===== config.mk =====
export PLATFORM = sky130hd
export DESIGN_NAME = pll_phase_ctrl
export DESIGN_NICKNAME = d
export VERILOG_FILES = /design/src/rtl/pll_phase_ctrl.sv
export SDC_FILE = /design/constraint.sdc
export NUM_CORES = 1
export LEC_CHECK = 0
export CAP_MARGIN = 5
export CORE_ASPECT_RATIO = 0.7
export CORE_MARGIN = 2
export CORE_UTILIZATION = 50
export DETAILED_ROUTE_END_ITERATION = 10
export MAX_ROUTING_LAYER = met4
export PLACE_DENSITY = 0.83
export SKIP_CTS_REPAIR_TIMING = 1
export SYNTH_ARGS = -nofsm -noshare
export SYNTH_HDL_FRONTEND = slang
export SYNTH_SLANG_ARGS = --single-unit

===== constraint.sdc =====
create_clock -name clk -period 2.5 [get_ports clk]
set_input_delay 0.625 -clock clk [delete_from_list [all_inputs] [get_ports clk]]
set_output_delay 0.625 -clock clk [all_outputs]
set_load 0.05 [all_outputs]

===== src/rtl/pll_phase_ctrl.sv =====
// pll_phase_ctrl: ECP5 EHXPLLL dynamic phase-step sequencer with per-channel offset tracking.
// Define PLL_PHASE_CTRL_LOCKMON_EN for lock-stable reset qualification and sequence abort.
module pll_phase_ctrl #(
    parameter int unsigned NUM_CH      = 4,
    parameter int unsigned STEPS_W     = 8,
    parameter int unsigned PHASE_W     = 6,
    parameter int unsigned SETUP_CYC   = 2,
    parameter int unsigned PULSE_CYC   = 2,
    parameter int unsigned GAP_CYC     = 4,
    parameter int unsigned LOCK_STABLE = 1024
) (
    input  logic               clk,
    input  logic               rst_n,
    input  logic               cmd_valid_i,
    output logic               cmd_ready_o,
    input  logic [1:0]         cmd_ch_i,
    input  logic               cmd_dir_i,
    input  logic [STEPS_W-1:0] cmd_steps_i,
    output logic               busy_o,
    output logic               done_o,
    output logic               cmd_err_o,
    input  logic [1:0]         phase_rd_ch_i,
    output logic [PHASE_W-1:0] phase_rd_o,
    input  logic               pll_locked_i,
    output logic [1:0]         pll_phasesel_o,
    output logic               pll_phasedir_o,
    output logic               pll_phasestep_o,
    output logic               pll_phaseloadreg_o,
    output logic               rst_out_n_o,
    output logic               lock_lost_o
);

    localparam int unsigned MaxSp  = (SETUP_CYC > PULSE_CYC) ? SETUP_CYC : PULSE_CYC;
    localparam int unsigned TmrMax = (MaxSp > GAP_CYC) ? MaxSp : GAP_CYC;
    localparam int unsigned TmrW   = $clog2(TmrMax + 1);

    if (SETUP_CYC == 0 || PULSE_CYC == 0 || GAP_CYC == 0 || LOCK_STABLE == 0) begin : g_bad_cfg
        $error("pll_phase_ctrl: cycle parameters must be >= 1");
    end

    typedef enum logic [2:0] {StIdle, StSetup, StStepLo, StStepHi, StLoad, StDone} state_e;

    state_e              state_q, state_d;
    logic [TmrW-1:0]     tmr_q, tmr_d;
    logic [STEPS_W-1:0]  rem_q, rem_d;
    logic [1:0]          sel_q, sel_d;
    logic                dir_q, dir_d;
    logic                err_q, err_d;
    logic                armed_q;
    logic [1:0]          sync_q;
    logic [PHASE_W-1:0]  acc_q [4];
    logic                acc_upd;
    logic                locked_s;
    logic                lock_ok;
    logic                hs;

    assign locked_s    = sync_q[1];
    assign cmd_ready_o = (state_q == StIdle) && armed_q && lock_ok;
    assign hs          = cmd_valid_i && cmd_ready_o;

    // Busy covers the handshake cycle itself through the done cycle.
    assign busy_o             = (state_q != StIdle) || hs;
    assign done_o             = (state_q == StDone);
    assign cmd_err_o          = done_o && err_q;
    assign pll_phasestep_o    = (state_q != StStepLo);
    assign pll_phaseloadreg_o = (state_q != StLoad);
    assign pll_phasesel_o     = sel_q;
    assign pll_phasedir_o     = dir_q;
    assign phase_rd_o         = (32'(phase_rd_ch_i) < NUM_CH) ? acc_q[phase_rd_ch_i] : '0;

    always_comb begin
        state_d = state_q;
        tmr_d   = tmr_q;
        rem_d   = rem_q;
        sel_d   = sel_q;
        dir_d   = dir_q;
        err_d   = err_q;
        acc_upd = 1'b0;
        unique case (state_q)
            StIdle: begin
                if (hs) begin
                    err_d = 1'b0;
                    rem_d = cmd_steps_i;
                    if (32'(cmd_ch_i) >= NUM_CH) begin
                        state_d = StDone;
                        err_d   = 1'b1;
                    end else if (cmd_steps_i == '0) begin
                        state_d = StDone;
                    end else begin
                        state_d = StSetup;
                        tmr_d   = TmrW'(SETUP_CYC - 1);
                        sel_d   = cmd_ch_i;
                        dir_d   = cmd_dir_i;
                    end
                end
            end
            StSetup: begin
                if (tmr_q == '0) begin
                    state_d = StStepLo;
                    tmr_d   = TmrW'(PULSE_CYC - 1);
                end else begin
                    tmr_d = tmr_q - TmrW'(1);
                end
            end
            StStepLo: begin
                if (tmr_q == '0) begin
                    state_d = StStepHi;
                    tmr_d   = TmrW'(GAP_CYC - 1);
                    rem_d   = rem_q - STEPS_W'(1);
                    acc_upd = 1'b1;
                end else begin
                    tmr_d = tmr_q - TmrW'(1);
                end
            end
            StStepHi: begin
                if (tmr_q == '0) begin
                    state_d = (rem_q != '0) ? StStepLo : StLoad;
                    tmr_d   = TmrW'(PULSE_CYC - 1);
                end else begin
                    tmr_d = tmr_q - TmrW'(1);
                end
            end
            StLoad: begin
                if (tmr_q == '0) begin
                    state_d = StDone;
                end else begin
                    tmr_d = tmr_q - TmrW'(1);
                end
            end
            StDone:  state_d = StIdle;
            default: state_d = StIdle;
        endcase
`ifdef PLL_PHASE_CTRL_LOCKMON_EN
        // A pulse cut short by lock loss is not counted in the accumulator.
        if (!locked_s && state_q != StIdle && state_q != StDone) begin
            state_d = StDone;
            err_d   = 1'b1;
            rem_d   = rem_q;
            acc_upd = 1'b0;
        end
`endif
    end

    always_ff @(posedge clk or negedge rst_n) begin
        if (!rst_n) begin
            state_q <= StIdle;
            tmr_q   <= '0;
            rem_q   <= '0;
            sel_q   <= '0;
            dir_q   <= 1'b0;
            err_q   <= 1'b0;
            armed_q <= 1'b0;
            sync_q  <= '0;
        end else begin
            state_q <= state_d;
            tmr_q   <= tmr_d;
            rem_q   <= rem_d;
            sel_q   <= sel_d;
            dir_q   <= dir_d;
            err_q   <= err_d;
            armed_q <= 1'b1;
            sync_q  <= {sync_q[0], pll_locked_i};
        end
    end

    always_ff @(posedge clk or negedge rst_n) begin
        if (!rst_n) begin
            for (int i = 0; i < 4; i++) acc_q[i] <= '0;
        end else if (acc_upd) begin
            acc_q[sel_q] <= dir_q ? acc_q[sel_q] + PHASE_W'(1) : acc_q[sel_q] - PHASE_W'(1);
        end
    end

`ifdef PLL_PHASE_CTRL_LOCKMON_EN
    localparam int unsigned LckW = $clog2(LOCK_STABLE + 1);

    logic [LckW-1:0] lck_cnt_q;
    logic            rst_out_q;
    logic            lost_q;

    always_ff @(posedge clk or negedge rst_n) begin
        if (!rst_n) begin
            lck_cnt_q <= '0;
            rst_out_q <= 1'b0;
            lost_q    <= 1'b0;
        end else if (!locked_s) begin
            lck_cnt_q <= '0;
            rst_out_q <= 1'b0;
            lost_q    <= lost_q | rst_out_q;
        end else if (!rst_out_q) begin
            if (lck_cnt_q == LckW'(LOCK_STABLE - 1)) begin
                rst_out_q <= 1'b1;
            end else begin
                lck_cnt_q <= lck_cnt_q + LckW'(1);
            end
        end
    end

    assign rst_out_n_o = rst_out_q;
    assign lock_lost_o = lost_q;
    assign lock_ok     = rst_out_q;
`else
    assign rst_out_n_o = locked_s;
    assign lock_lost_o = 1'b0;
    assign lock_ok     = 1'b1;
`endif

endmodule


After elaboration in Yosys (flattened, before gate mapping)

Cells that the tools add are included.

Register bits: 44
Input bits: 17
Output and inout bits: 17
Word-level logic and storage cells: 80

Add/subtract/negate cells: 4
$lt $le $gt $ge: 3
Equality and inequality tests: 14
Multiplexer cells: 29
Bitwise gates (word level): 3
Reduce and logical (&&, ||, !) cells: 16

Operators by type and width:

| operator                                            | number |
|---|---|
| two-way mux 3 bit                                   | 12 |
| two-way mux 6 bit                                   | 6 |
| binary-select mux 6 bit (select 2 bit)              | 2 |
| bitwise mux 24 bit                                  | 1 |
| two-way mux 8 bit                                   | 2 |
| case mux 8 bit (2 select lines)                     | 1 |
| case mux 3 bit (5 select lines)                     | 1 |
| != test 2 bit, second input constant                | 7 |
| demux 6 bit (select 2 bit)                          | 1 |
| case mux 3 bit (4 select lines)                     | 1 |
| logical NOT 8 bit                                   | 1 |
| nonzero test 8 bit                                  | 1 |
| subtractor 8 x 1 -> 8 bit, second input constant    | 1 |
| adder 6 x 1 -> 6 bit, second input constant         | 1 |
| equality test 3 x 2 -> 1 bit, second input constant | 2 |
| equality test 3 bit, second input constant          | 2 |
| >= comparator 3 bit, second input constant          | 2 |
| logical NOT 3 bit                                   | 2 |
| NOT 2 -> 3 bit                                      | 2 |
| AND reduction 3 bit                                 | 2 |
| subtractor 6 x 1 -> 6 bit, second input constant    | 1 |
| AND reduction 5 bit                                 | 1 |
| AND reduction 4 bit                                 | 1 |
| nonzero test 4 bit                                  | 1 |
| other kinds (12)                                    | 15 |

Depth between registers and ports, before layout

Depth in word-level cells: 7
Depth in mapped cells: 9
Depth with buffers taken out: 8

Least setup slack after synthesis

OpenSTA, ideal clock, no wires.

Kind: reg-to-reg
From: register sel_q[0] (netlist: pll_phasesel_o[0])
To: register acc_q[3] (netlist name)
Library setup time: 0.125 ns
Data arrival time: 2.894 ns
Data required time: 2.375 ns
Path slack: -0.519 ns
Stages on the path, launching flop included: 8
Path buffers: 1
Clock period less this slack: 3.019 ns
Cells stage by stage: dfrtp_1 > buf_1 > mux4_2 > ha_1 > a21oi_1 > o22ai_1 > or3_4 > mux2_2

Longest elaborated chain between the ends: 7
Elaborated cells on any way between the ends: 13
Those cells by class: add/sub (2); order compare (2); mux (7); bitwise (1); reduce/logical (1)

RTL lines:

| what                                                              | line | source |
|---|---|---|
| start, declared                                                   | 46   | `logic [1:0] sel_q, sel_d;` |
| start signal, assigned                                            | 158  | `sel_q <= sel_d;` |
| NOT 2 -> 3 bit *                                                  | 170  | `acc_q[sel_q] <= dir_q ? acc_q[sel_q] + PHASE_W'(1) : acc_q[sel_q] - PHASE_W'(1);` |
| binary-select mux 6 bit (select 2 bit)                            | 170  |  |
| two-way mux 6 bit (implied by the code) (2 in a row)              | 170  |  |
| subtractor 6 x 1 -> 6 bit or adder 6 x 1 -> 6 bit (tied branches) | 170  |  |
| two-way mux 6 bit                                                 | 170  |  |
| bitwise mux 24 bit *                                              | 170  |  |
| end signal, assigned by index                                     | 170  |  |
| end, declared                                                     | 51   | `logic [PHASE_W-1:0] acc_q [4];` |

Every way passes the cells marked *; elsewhere a longest branch is shown, timed or not. The select of a mux whose other input is x is not followed.
A chain may end at the register's enable or synchronous reset.

Final worst setup path

From: register sel_q[0] (netlist: pll_phasesel_o[0])
To: register acc_q[15] (netlist name)

The elaborated chain is that of the path after synthesis.

==> flow_summary_export.csv <==
group,metric,value,unit
drt,detailroute.wirelength.met3,241,um
critical_path,critPathArrivalTime,2580,ps
drt,drc,0,
drt,wirelength,5640,um
global_route,grt_usage,0.233,
global_route,antenna_found_initial,0,
cells_and_area,drive_above_1_share,0.223,
cts,cts_made_buffers,5,
cts,cts_tree,"built",
die,rows,21,
critical_path,critical_path_class,"reg -> reg",
cells_and_area,fill_cells,392,
logic_synthesis,netlist.area_leader.share,0.435,
power,ir_drop,0.000603,V
drt,wl_per_cell,15.7,um
drt,num_vias,2022,
global_route,grt_max_degree,37,
timing,tns,0,ps
cells_and_area,finish.utilization,0.652,
placed_design,gp_congestion,0.887,
placed_design,hpwlAfterDp,4270,um
die,core,0.00483,mm2
timing,min_period,2400,ps
status,status,"complete, no violations",
timing,hold_viol,0,
cells_and_area,diodes,0,
timing,fmax,417,MHz
hold_path,min_path_cells,0,
logic_synthesis,yosysSeqAreaShare,0.435,
cts,cts-root-buf,"clkbuf_8",
die,die_w,89.0,um
logic_synthesis,ys_ff_latch,44,
logic_synthesis,syn-cell-area,0.00253,mm2
logic_synthesis,async_reset_ff_frac,1.00,
logic_synthesis,syn_area_per_cell,10.2,um2
timing,tightest_slew,827,ps
global_route,grt_pass1_vias,1950,
cells_and_area,multiInputGateArea,0.00138,mm2
die,die_h,63.5,um
cts,clockBufferDepth,2,
placed_design,portBuffers,31,
critical_path,r2r_start,"pll_phasesel_o[0]$_DFFE_PN0P_",
critical_path,worst_ep_required_time,2680,ps
drt,first_pass_iters,4,
die,start_util,0.523,
drt,routed_via_density,5.62,
job,cap_violations,0,
drt,ant_nets,0,
drt,met1_length,2720,um
timing,rsz0062_at_grt,"false",
cts,clock_sinks,44,
hold_path,min_path_type,"reg -> reg",
timing,final-max-slew-violation-count,0,
critical_path,reg2reg_to,"acc_q[15]$_DFFE_PN0P_",
cells_and_area,nets,316,
cts,cts.clk_slew.worst_paths,90,ps
critical_path,start_kind,"flip-flop",
logic_synthesis,synth_area_leader_cell,"dfrtp_1",
critical_path,r2r_cells,5,
timing,max_slew_margin,0.449,
logic_synthesis,synthFlopType,"dfrtp_1",
critical_path,critPathCaptureType,"flip-flop",
cells_and_area,final_common_cell,"dfrtp_1",
die,io_pins,34,
logic_synthesis,syn_inst,249,
timing,setup_violations,0,
cts,clk_latency,300,ps
hold_path,min_from,"sync_q[0]$_DFF_PN0_",
timing,min_period_over_period,0.959,
logic_synthesis,yosys_warnings,0,
cells_and_area,ff_latch_area,0.00110,mm2
logic_synthesis,yosys-top-cells-area,"dfrtp_1 (44%), mux4_2 (9.8%), o21ai_0 (5.9%)",
critical_path,path_max_fanout,6,
drt,dr_wl_met2,2640,um
cells_and_area,final_cell_mix,"dfrtp_1 (42), nand2_1 (32), o21ai_0 (30), buf_4 (21), a21oi_1 (18)",
hold_path,min_to,"sync_q[1]$_DFF_PN0_",
power,power.leakage,0.00136,uW
global_route,grt_pass1_wl,9680,um
global_route,overflow,0,
cells_and_area,area.growth.synth_to_final,24.6,%
timing,holdWs,359,ps
drt,drt_iter0_drc,136,
critical_path,rrSetupSlack,100,ps
power,p_per_area,1440,mW/mm2
cts,h-tree-depth,2,
logic_synthesis,synth-edff-count,0,
drt,top_layer_used,"met4",
logic_synthesis,ys_types,45,
timing,skew,13.5,ps
die,dieArea,0.00565,mm2
registers in the layout, summed over array words and instances (netlist names):
signal,flops
acc_q,24
armed_q,1
pll_phasedir_o,1
pll_phasesel_o,2
rem_q,8
state_q,3
sync_q,2
tmr_q,3
per-stage QoR:
step | setup slack, ps | cell area, um2 | power, uW | instances
2_1_floorplan | 3.41 | 2570 | 3150 | 250
3_3_place_gp | -83.3 | 2990 | 3750 | 351
3_5_place_dp | -121 | 2990 | 3850 | 351
4_1_cts | -121 | 3130 | 4520 | 359
5_1_grt | 14.8 | 3150 | 4950 | 360
6_report | 103 | 3150 | 4540 | 360
worst max path at each step:
stage	from	slack, ps	to
4_1_cts	phase_rd_ch_i[0]	-120	phase_rd_o[0]
3_3_place_gp	phase_rd_ch_i[0]	-80	phase_rd_o[5]
2_1_floorplan	pll_phasesel_o[0]$_DFFE_PN0P_	3	acc_q[3]$_DFFE_PN0P_
6_report	pll_phasesel_o[0]$_DFFE_PN0P_	100	acc_q[15]$_DFFE_PN0P_
5_1_grt	pll_phasesel_o[0]$_DFFE_PN0P_	10	acc_q[11]$_DFFE_PN0P_
3_5_place_dp	phase_rd_ch_i[0]	-120	phase_rd_o[0]
cells in the mapped netlist, types with 2 or more instances:
library cell,n
dfrtp_1,44
nand2_1,32
o21ai_0,30
a21oi_1,20
nor2_1,13
mux2_2,11
mux4_2,11
inv_1,10
clkbuf_1,8
ha_1,8
nor3_1,6
or3_1,5
nand3_1,4
nand2b_1,3
nand3b_1,3
o31ai_1,3
or4_1,3
xnor2_1,3
buf_4,2
conb_1,2
mux2i_1,2
nor2b_1,2
o2bb2ai_1,2
cells by family after synthesis:
family          count (synthesis)  synth area share
simple gates                   79             0.156
xor+xnor                        4            0.0139
fa+ha+maj                      10            0.0514
other cells                     2           0.00297
compound gates                 63             0.140
mux                            25             0.165
flops                          44             0.435
buf+inv                        22            0.0356
worst max-delay path, stage by stage (launching register included):
cell,delay [ps]
dfrtp_2,490
mux4_2,570
ha_1,330
and4_4,190
or3_4,410
mux2_2,280
per-layer routing:
| metal | up-vias | global-route usage |
|---|---|---|
| met3 | 5 | 0.0511 |
| met2 | 39 | 0.345 |
| met1 | 993 | 0.333 |
| li1 | 985 | - |
| met4 | 0 | 0.0466 |
| met5 | - | - |
final cells by class:
class                           instances  area share
Multi-Input combinational cell        184       0.436
Clock inverter                          2      0.0190
Sequential cell                        44       0.350
Inverter                               11      0.0131
Timing Repair Buffer                   44       0.131
Clock buffer                            6      0.0230
Tap cell                               69      0.0274
power breakdown:
part | switching (uW) | total (uW) | internal [uW]
Sequential | 261 | 1250 | 992
Combinational | 1490 | 2640 | 1150
Clock | 248 | 647 | 400
Total | 2000 | 4540 | 2540
No activity file was read; power rests on OpenSTA's default activity.
